==> src/rtl/winv_addr_sched.sv <==
// winv_addr_sched
// Read-address scheduler for the per-PE inverse-twiddle storage during an INTT.
// One instance feeds all PE storages in lockstep. A start pulse walks every
// stage and issues one address per butterfly slot. Issue freezes while stall
// is high, and a fixed drain gap is inserted between stages.
//
// state | meaning
// IDLE  | waiting for start, raddr forced to 0
// RUN   | issuing one address per non-stalled cycle
// GAP   | inter-stage drain, STAGE_GAP cycles, stall ignored
//
// Ports:
//   clk       rising-edge clock
//   reset     asynchronous active-low reset
//   start     one-cycle start request, honoured only in IDLE
//   stall     datapath back-pressure, freezes issue in RUN
//   raddr     storage read address (storage has a 1-cycle registered read)
//   busy      sequence in progress, drops the cycle after done
//   tw_valid  storage dout this cycle is a fresh twiddle
//   tw_stage  stage index of the word flagged by tw_valid
//   tw_last   final twiddle of the final stage
//   done      one-cycle pulse, coincident with tw_last
module winv_addr_sched #(
   parameter int RING_DEPTH = 10,
   parameter int PE_DEPTH   = 5,
   parameter int HLEN       = 9,
   parameter int STAGE_GAP  = 4
) (
   input  logic            clk,
   input  logic            reset,
   input  logic            start,
   input  logic            stall,
   output logic [HLEN-1:0] raddr,
   output logic            busy,
   output logic            tw_valid,
   output logic [3:0]      tw_stage,
   output logic            tw_last,
   output logic            done
);

   localparam int L  = RING_DEPTH - PE_DEPTH;
   localparam int B  = 2 ** (L - 1);
   localparam int KW = (L > 1) ? (L - 1) : 1;
   localparam int GW = (STAGE_GAP > 0) ? $clog2(STAGE_GAP + 1) : 1;

   localparam logic [KW-1:0] K_LAST   = KW'(B - 1);
   localparam logic [3:0]    S_LAST   = 4'(RING_DEPTH - 1);
   localparam logic [GW-1:0] GAP_LOAD = GW'((STAGE_GAP > 0) ? (STAGE_GAP - 1) : 0);

   typedef enum logic [1:0] {IDLE, RUN, GAP} state_t;

   state_t          state, state_nxt;
   logic [3:0]      stage, stage_nxt;
   logic [KW-1:0]   k, k_nxt;
   logic [GW-1:0]   gap_cnt, gap_cnt_nxt;
   logic            issue;
   logic            last_issue;
   logic [HLEN-1:0] addr_calc;

   always_ff @(posedge clk or negedge reset) begin
      if (!reset) begin
         state    <= IDLE;
         stage    <= '0;
         k        <= '0;
         gap_cnt  <= '0;
         tw_valid <= 1'b0;
         tw_stage <= '0;
         tw_last  <= 1'b0;
      end else begin
         state    <= state_nxt;
         stage    <= stage_nxt;
         k        <= k_nxt;
         gap_cnt  <= gap_cnt_nxt;
         tw_valid <= issue;
         tw_last  <= last_issue;
         if (issue)
            tw_stage <= stage;
      end
   end

   // stage/k are only advanced when leaving GAP, so raddr keeps showing the
   // last address of the finished stage for the whole drain gap.
   always_comb begin
      state_nxt   = state;
      stage_nxt   = stage;
      k_nxt       = k;
      gap_cnt_nxt = gap_cnt;
      issue       = 1'b0;
      last_issue  = 1'b0;
      unique case (state)
         IDLE: begin
            if (start) begin
               state_nxt = RUN;
               stage_nxt = '0;
               k_nxt     = '0;
            end
         end
         RUN: begin
            if (!stall) begin
               issue = 1'b1;
               if (k == K_LAST) begin
                  if (stage == S_LAST) begin
                     last_issue = 1'b1;
                     state_nxt  = IDLE;
                  end else if (STAGE_GAP == 0) begin
                     stage_nxt = stage + 4'd1;
                     k_nxt     = '0;
                  end else begin
                     state_nxt   = GAP;
                     gap_cnt_nxt = GAP_LOAD;
                  end
               end else begin
                  k_nxt = k + KW'(1);
               end
            end
         end
         GAP: begin
            if (gap_cnt == '0) begin
               state_nxt = RUN;
               stage_nxt = stage + 4'd1;
               k_nxt     = '0;
            end else begin
               gap_cnt_nxt = gap_cnt - GW'(1);
            end
         end
         default: state_nxt = IDLE;
      endcase
   end

   // Early stages hold 2^s twiddles shared by groups of 2^(L-1-s) slots;
   // later stages use a single twiddle each.
   always_comb begin
      addr_calc = '0;
      if (state != IDLE) begin
         if (stage < 4'(L))
            addr_calc = ((HLEN'(1) << stage) - HLEN'(1))
                      + (HLEN'(k) >> (4'(L - 1) - stage));
         else
            addr_calc = HLEN'((2 ** L) - 1) + HLEN'(stage - 4'(L));
      end
   end

   assign raddr = addr_calc;
   assign done  = tw_last;
   assign busy  = (state != IDLE) || tw_last;

endmodule

==> config.mk <==
export PLATFORM = sky130hd
export DESIGN_NAME = winv_addr_sched
export DESIGN_NICKNAME = d
export VERILOG_FILES = /design/src/rtl/winv_addr_sched.sv
export SDC_FILE = /design/constraint.sdc
export NUM_CORES = 1
export LEC_CHECK = 0
export ABC_CLOCK_PERIOD_IN_PS = 11510
export BUFFER_PORTS_ARGS = -buffer_cell sky130_fd_sc_hd__buf_4
export CAP_MARGIN = 20
export CORE_MARGIN = 5
export CORE_UTILIZATION = 40
export CTS_CLUSTER_DIAMETER = 120
export DETAILED_ROUTE_END_ITERATION = 6
export GPL_TIMING_DRIVEN = 0
export MAX_ROUTING_LAYER = met4
export PLACE_DENSITY = 0.6
export SYNTH_ARGS = -nofsm -noshare
export SYNTH_HDL_FRONTEND = slang
export SYNTH_SLANG_ARGS = --single-unit
==> constraint.sdc <==
create_clock -name clk -period 11.51 [get_ports clk]
set_clock_uncertainty 0.15 [all_clocks]
set_input_delay 0.5755 -clock clk [delete_from_list [all_inputs] [get_ports clk]]
set_output_delay 0.5755 -clock clk [all_outputs]
set_load 0.05 [all_outputs]
==> Word-level counts from Yosys, hierarchy flattened <==
Index checks and enable logic that the tools add are counted.
Widths: inputs -> output; s select.
{ "totals": {"reg_bits": 19, "output_inout_bits": 17} }
{ "op_classes": {"n_addsub": 8, "magnitude_cmp": 1, "n_eq_ne": 11, "shift": 2, "mux": 26, "reduce_logical": 11} }
{ "ops": {"columns": ["cell", "n"], "rows": [
  ["$mux 4", 5],
  ["$mux 9", 2],
  ["$ne 2x2->1 const B", 7],
  ["$mux 3", 4],
  ["$pmux 4 s3", 1],
  ["$mux 2", 5],
  ["$reduce_and 5->1", 2],
  ["$add 9x9->9", 1],
  ["$shl 1x4->9 const A", 1],
  ["$shr 4x4->9", 1],
  ["$sub 9x1->9 const B", 1],
  ["$add 4x1->4 const B", 2],
  ["$eq 4x4->1 const B", 2],
  ["$pmux 4 s2", 1],
  ["$add 6x5->7 const A", 1],
  ["$mux 1", 6],
  ["$pmux 2 s3", 1],
  ["$pmux 3 s2", 1],
  ["$reduce_bool 2->1", 3],
  ["$sub 4x3->5 const B", 1],
  ["$lt 4x3->1 const B", 1],
  ["$reduce_and 4->1", 1],
  ["$sub 3x4->4 const A", 1],
  ["$logic_not 3->1", 1],
  ["other kinds (7)", 7]
]} }

==> Logic depth before layout (Yosys ltp) <==
Gate-level depths: netlist of run 1.
{ "depth": {"depth_word": 5, "mapped_depth": 15, "ltp_nobuf": 13} }

==> Least setup slack after synthesis of run 1 <==
OpenSTA, ideal clock, no wires.
{ "synth_timing": {"path_kind": "register -> output", "from": "reg stage[0]", "to": "out raddr[4]", "t_arrival_ps": 4193, "path_slack_ps": 6592, "path_stages_with_launch": 13, "path_cell_list": "dfrtp_1 > buf_1 > inv_1 > ha_1 > ha_1 > nand2_1 > or4b_1 > ha_1 > inv_1 > ha_1 > a211oi_1 > o211ai_1 > a211oi_1"} }
{ "synth_via": {"elab_chain_cells": 5, "word_cells_on_any_way": 10, "cone_classes": "add/sub (5); order compare (1); shift (2); mux (2)"} }
{ "synth_rtl": {"columns": ["element", "line", "source"], "rows": [
  ["from (decl)", "53", "logic [3:0] stage, stage_nxt;"],
  ["from (signal assigned)", "71", "stage <= stage_nxt;"],
  ["$sub 3x4->4 or $shl 1x4->9 (tied branches)", "137, 136", null],
  ["$shr 4x4->9 or $sub 9x1->9 (tied branches)", "137, 136", null],
  ["$add 9x9->9", "137", "+ (HLEN'(k) >> (4'(L - 1) - stage));"],
  ["$mux 9 *", "135", "if (stage < 4'(L))"],
  ["$mux 9 *", "134", "if (state != IDLE) begin"],
  ["to (decl)", "33", "output logic [HLEN-1:0] raddr,"]
]} }
Every way passes the cells marked *; elsewhere a longest branch is shown, timed or not.

==> Worst setup path in the final report of run 1 <==
{ "layout_timing": {"from": "reg stage[0]", "to": "out raddr[7]"} }
The elaborated chain is that of the path after synthesis.

==> results.json, run 1 <==
{
  "status": "finished clean",
  "synth-seq-cells": 19,
  "clockBufferDepth": 2,
  "worstPathBufferInverterCount": 5,
  "finalHoldViolCount": 0,
  "die_w_um": 76.4,
  "coreArea_um2": 4320,
  "cts_htree_levels": 1,
  "nets": 261,
  "slowest_stage": "dfrtp_1",
  "antenna_found_initial": 0,
  "area_delta_synth_final_pct": 14.8,
  "drc": 0,
  "max_freq_mhz": 193,
  "postCtsSetupBuffers": 0,
  "ys_seq_area_share_pct": 26.9,
  "critPathMaxFanout": 10,
  "max_cap_violations": 0,
  "holdBufCountCts": 0,
  "drive_above_1_share_pct": 16.9,
  "critical_path.startpoint_type": "flip-flop",
  "dieArea_um2": 5840,
  "start_util_pct": 40.8,
  "grt_usage_pct": 14.0,
  "rows": 24,
  "drtIter0Drc": 88,
  "synth.top_cell.area_share_pct": 26.9,
  "overflow": 0,
  "postSynthAreaPerCell_um2": 8.53,
  "antenna_left": 0,
  "die_y_um": 76.4,
  "dp.cells": 279,
  "r2r_slack_ns": 9.27,
  "path_depth": 16,
  "crit_type": "reg2out",
  "slew_headroom_pct": 60.9,
  "grt_pass1_wl_um": 6720,
  "gp_congestion": 0.837,
  "yosysMostFrequentCell": "ha_1",
  "tightest_slew_ns": 0.583,
  "slew_viol_final": 0,
  "fin_crit_sh_pct": 45.0,
  "synth_nets": 236,
  "fin_tns_setup_ns": 0,
  "holdWs_ns": 0.0326,
  "clkSinkCount": 19,
  "cp_cell_sequence": "buf_1 > inv_1 > ha_1 > clkbuf_1 > mux2i_1 > o21ai_0 > nand3_1 > ha_1 > inv_1 > ha_1 > fa_1 > a211oi_1 > o21ai_0 > a21oi_1 > and3b_1 > buf_4",
  "final_cell_count_no_fill": 283,
  "grt_max_degree": 20,
  "grt_pass1_vias": 1454,
  "critPathArrivalTime_ns": 4.46,
  "ys_types": 47,
  "yosys-top-cells-area": "dfrtp_1 (27%), ha_1 (17%), o21ai_0 (3.7%)",
  "io_pins": 21,
  "holdCritPathClass": "in2async",
  "vias": 1547,
  "num_antenna_cells": 0,
  "drt-wirelength-per-cell_um": 13.5,
  "cts_buffers": 3,
  "min_period_ns": 5.18,
  "cp.required_ns": 10.78,
  "ys.flop_type": "dfrtp_1",
  "yosysTopAreaCell": "dfrtp_1",
  "clk_latency_ns": 0.25,
  "synthCells": 207,
  "cp_common_cell": "ha_1",
  "syn_area_um2": 1770,
  "fillers": 451,
  "wirelength_um": 3810,
  "viasPerCell": 5.47,
  "finalSetupViolations": 0,
  "clk_pin_slew_ns": 0.07,
  "synth_edf_count": 0,
  "dr.pass1.iters": 4,
  "worstRegToRegCells": 6,
  "hpwl_um": 3000,
  "synth_commonest_cells": "ha_1 (24), dfrtp_1 (19), inv_1 (17), nor2_1 (17), nand2_1 (15)",
  "synthArstFlopShare_pct": 100,
  "slowest_delay_ns": 0.46,
  "cp-end-kind": "output port",
  "yosys_warnings": 0,
  "cts-root-buf": "clkbuf_8",
  "rsz0062_at_grt": "false",
  "critPathTopFamily": "adder cells",
  "portBuffers": 20,
  "ctsResizeCount": 0,
  "cts_tree": "done"
}
-- layout make-up --
cell class	instances	area [µm²]	share of cell area (%)
plain buffers	7	38.8	1.91
clock buffers	3	41.3	2.04
clock inverters	1	5.00	0.247
inverters	17	63.8	3.15
multi-input cells	164	1190	58.6
flip-flops and latches	19	475	23.5
well taps	52	65.1	3.21
repair buffers	20	150	7.41
-- layer usage --
metal  part of all wire (%)  routed length (µm)  global-route usage [%]
met4                   0.84                  32                    2.45
met3                    4.3                 163                    3.78
met1                     50                1890                    18.0
met5                      0                   0                       -
met2                     45                1730                    22.3
-- through the flow --
step	cell area [µm²]	setup WS, ns	utilization, %
floorplan	1770	6.59	-
global placement	1980	6.63	45.8
detailed placement	1980	6.63	45.8
CTS	2030	6.34	46.9
global route	2030	5.94	46.9
finish	2030	6.33	46.9
-- path summary, 6_finish.rpt --
kind                            startpoint           to
worst max-delay path              stage[0]     raddr[7]
worst min-delay path                 reset     state[1]
worst max register to register    stage[0]     stage[1]
worst min register to register  gap_cnt[0]   gap_cnt[0]
max in group asynchronous            reset  tw_stage[1]
min in group clk                gap_cnt[0]   gap_cnt[0]
-- worst reg2reg max path: cells and delay by family, from the launching register on --
kind	cells	cell delay, ns
DFF	1	0.46
adders and majority gates	1	0.32
AOI/OAI and AO/OA	2	0.27
buffers and inverters	3	0.96
-- sequential cells by signal, indices dropped and copies added (netlist names) --
register	cells
stage	4
state	2
done	1
k	4
tw_stage	4
gap_cnt	3
tw_valid	1
-- layout by cell type, fill, tap and decap left out, types with 3 or more instances in the layout --
cell      count
a211oi_1      6
clkbuf_8      3
mux2i_1       5
nand3b_1      3
nor2b_1       4
nor3_1        8
xnor2_1       5
dfrtp_1      19
nor2_1       17
buf_4        21
a21oi_1      11
nand2b_1      7
o21bai_1      3
nand2_1      15
o22ai_1       6
ha_1         24
inv_1        17
nand3_1       4
clkbuf_1      3
o21a_1        3
o21ai_0      13
-- logic make-up (layout without fill, tap and decap cells) --
kind of cell,count (synthesis),after routing,synth area share [%]
xor+xnor,5,5,2.48
buf+inv,24,48,5.81
mux,7,7,4.11
compound gates,53,53,19.3
flops,19,19,26.9
simple gates,74,74,23.2
fa+ha+maj,25,25,18.1
Power of run 1 is not shown: default switching activity piles up to over one toggle a cycle in this logic, so the estimate is an artifact.
==> inputs of run 2 (changes only) <==
ABC_AREA = 1   (was default)
ABC_CLOCK_PERIOD_IN_PS = 5300   (was 11510)
clock period = 5.3 ns   (was 11.51 ns; I/O delays follow)
==> run 2 against run 1 <==
Critical path depth grew 1. Die area is 4.7% higher. Critical path type unchanged. First-iteration DRC count unchanged. Cell area increased by 5.2%.
==> results.json, run 2 <==
{
  "vias": 1656,
  "cts_htree_levels": 1,
  "use_met2_pct": 24.2,
  "synth-seq-cells": 19,
  "yosysMostFrequentCell": "nand2_1",
  "clock_power_share_pct": 13.1,
  "synth.top_cell.area_share_pct": 25.5,
  "wirelength_um": 3940,
  "clockBufferDepth": 2,
  "drt-wirelength-per-cell_um": 11.3,
  "die_y_um": 78.2,
  "tightest_slew_ns": 0.310,
  "ys.flop_type": "dfrtp_1",
  "cts-root-buf": "clkbuf_8",
  "holdCritPathClass": "in2reg",
  "synthArstFlopShare_pct": 100,
  "slew_headroom_pct": 79.3,
  "yosys_warnings": 0,
  "yosys-top-cells-area": "dfrtp_1 (26%), ha_1 (16%), nand2_1 (15%)",
  "critPathMaxFanout": 8,
  "start_util_pct": 41.9,
  "viasPerCell": 4.76,
  "fin_crit_sh_pct": 74.3,
  "gp_congestion": 0.814,
  "busiest_layer": "met2",
  "layout_commonest_cell": "nand2_1",
  "status": "finished clean",
  "netSwitchingPower_w": 0.000389,
  "leakage_nw": 1.17,
  "final_cell_mix": "nand2_1 (74), inv_1 (40), ha_1 (24)",
  "top_regs": "k (4), stage (4), tw_stage (4)",
  "hpwl_um": 3250,
  "synth_edf_count": 0,
  "synthCells": 271,
  "utilization_pct": 48.0,
  "cp-end-kind": "output port",
  "clk_pin_slew_ns": 0.07,
  "area_delta_synth_final_pct": 14.5,
  "max_cap_violations": 0,
  "critPathArrivalTime_ns": 3.52,
  "portBuffers": 20,
  "p_comb_share_pct": 60.1,
  "drtIter0Drc": 88,
  "drive_above_1_share_pct": 18.6,
  "grt_usage_pct": 13.9,
  "clk_latency_ns": 0.25,
  "finalSetupViolations": 0,
  "cp.required_ns": 4.89,
  "use_met3_pct": 2.06,
  "drc": 0,
  "yosysTopAreaCell": "dfrtp_1",
  "antenna_found_initial": 0,
  "cts_buffers": 3,
  "num_antenna_cells": 0,
  "use_met1_pct": 17.8,
  "cellPowerDensity_nw_per_um2": 358,
  "seqPwrFrac_pct": 26.8,
  "coreArea_um2": 4440,
  "die_w_um": 78.2,
  "rows": 24,
  "min_period_ns": 3.94,
  "overflow": 0,
  "max_freq_mhz": 254,
  "nets": 326,
  "synth_commonest_cells": "nand2_1 (74), inv_1 (40), ha_1 (24)",
  "switching_share_pct": 51.0,
  "grt_pass1_wl_um": 6840,
  "postSynthAreaPerCell_um2": 6.87,
  "crit_type": "reg2out",
  "syn_area_um2": 1860,
  "synth_nets": 300,
  "fin_tns_setup_ns": 0,
  "ctsResizeCount": 0,
  "slew_viol_final": 0,
  "grt_pass1_vias": 1538,
  "power.internal_w": 0.000374,
  "ys_seq_area_share_pct": 25.5,
  "antenna_left": 0,
  "grt_max_degree": 20,
  "finalHoldViolCount": 0,
  "critical_path.startpoint_type": "flip-flop",
  "ir_drop_v": 0.000309,
  "rsz0062_at_grt": "false",
  "clkSinkCount": 19,
  "io_pins": 21,
  "dieArea_um2": 6120,
  "cts_tree": "done",
  "ys_types": 26,
  "dr.pass1.iters": 4
}
run 2: changes by cell type after synthesis, moves of 5 or more:
cell / change
mux2i_1: -5
o21ai_1: +11
nor3_1: -8
inv_1: +23
nand3_1: +15
nand2b_1: -7
nand2_1: +59
o22ai_1: -5
inv_2: +8
a211oi_1: -6
nand2_2: +6
run 2: layout make-up:
cell class,count,area (µm²)
multi-input combinational,200,1180
timing repair buffer,21,160
buffer,4,25.0
tap,52,65.1
sequential,19,475
fill,465,2310
inverter,48,180
clock buffer,4,45.0
run 2: power by group through the flow:
stage	Clock (W)	Combinational (W)	Sequential, W
after floorplan	0	0.000343	0.000216
after global placement	0	0.000458	0.000206
after detailed placement	0	0.000462	0.000208
after CTS	0.000103	0.000465	0.000205
after global routing	0.000111	0.000510	0.000209
final	0.000100	0.000458	0.000204
run 2: per-stage QoR:
step	hold slack [ns]	total power (W)	worst slack [ns]	cells	instance area, µm²
after global routing	0.0345	0.000831	1.08	348	2130
after CTS	0.0430	0.000772	1.33	348	2130
after floorplan	-0.181	0.000559	1.59	271	1860
final	0.0419	0.000763	1.36	348	2130
after global placement	0.00528	0.000664	1.61	343	2080
after detailed placement	0.00673	0.000669	1.61	343	2080
run 2: layer usage:
layer	vias up	part of all wire, %	routed length (µm)
li1	901	-	-
met1	743	49	1940
met2	10	49	1940
met3	2	1.5	58
met4	0	0.13	5
met5	-	0	0
run 2: final timing paths:
kind	from	to	slack [ns]	cells past startpoint
max reg2reg	stage[1]	gap_cnt[2]	3.63	8
min reg2reg	gap_cnt[0]	gap_cnt[0]	0.33	1
max	stage[0]	raddr[3]	1.36	17
min in group asynchronous	reset	tw_valid	0.27	2
min	stall	tw_valid	0.04	2
max in group asynchronous	reset	stage[0]	4.52	2
run 2: timing repair:
item                                    CTS  global route
hold endpoints to repair                 19             0
hold buffers                              1             0
endpoints found under the setup margin    0             0
setup buffers                             0             0
run 2: logic make-up (layout without fill, tap and decap cells):
group                    Yosys count  count (layout)  synth area share [%]
buffers and inverters             52              77                  11.0
flip-flops                        19              19                  25.5
XOR/XNOR                           5               5                  2.35
AO/OA/AOI/OAI                     34              34                  9.34
AND/OR/NAND/NOR                  136             136                  34.5
adder cells (fa/ha/maj)           25              25                  17.2
run 2: worst max-delay path, stage by stage (launching register included):
cell,delay (ns)
dfrtp_1,0.50
inv_2,0.14
ha_1,0.29
ha_1,0.32
inv_1,0.04
nor2_1,0.10
inv_1,0.06
o21ai_1,0.13
inv_1,0.05
ha_1,0.26
inv_1,0.04
ha_1,0.23
fa_1,0.43
xnor2_1,0.15
o21ai_0,0.14
nand2_1,0.07
nor2_1,0.10
buf_4,0.21
Note: power is estimated with default switching activity, not from simulation.
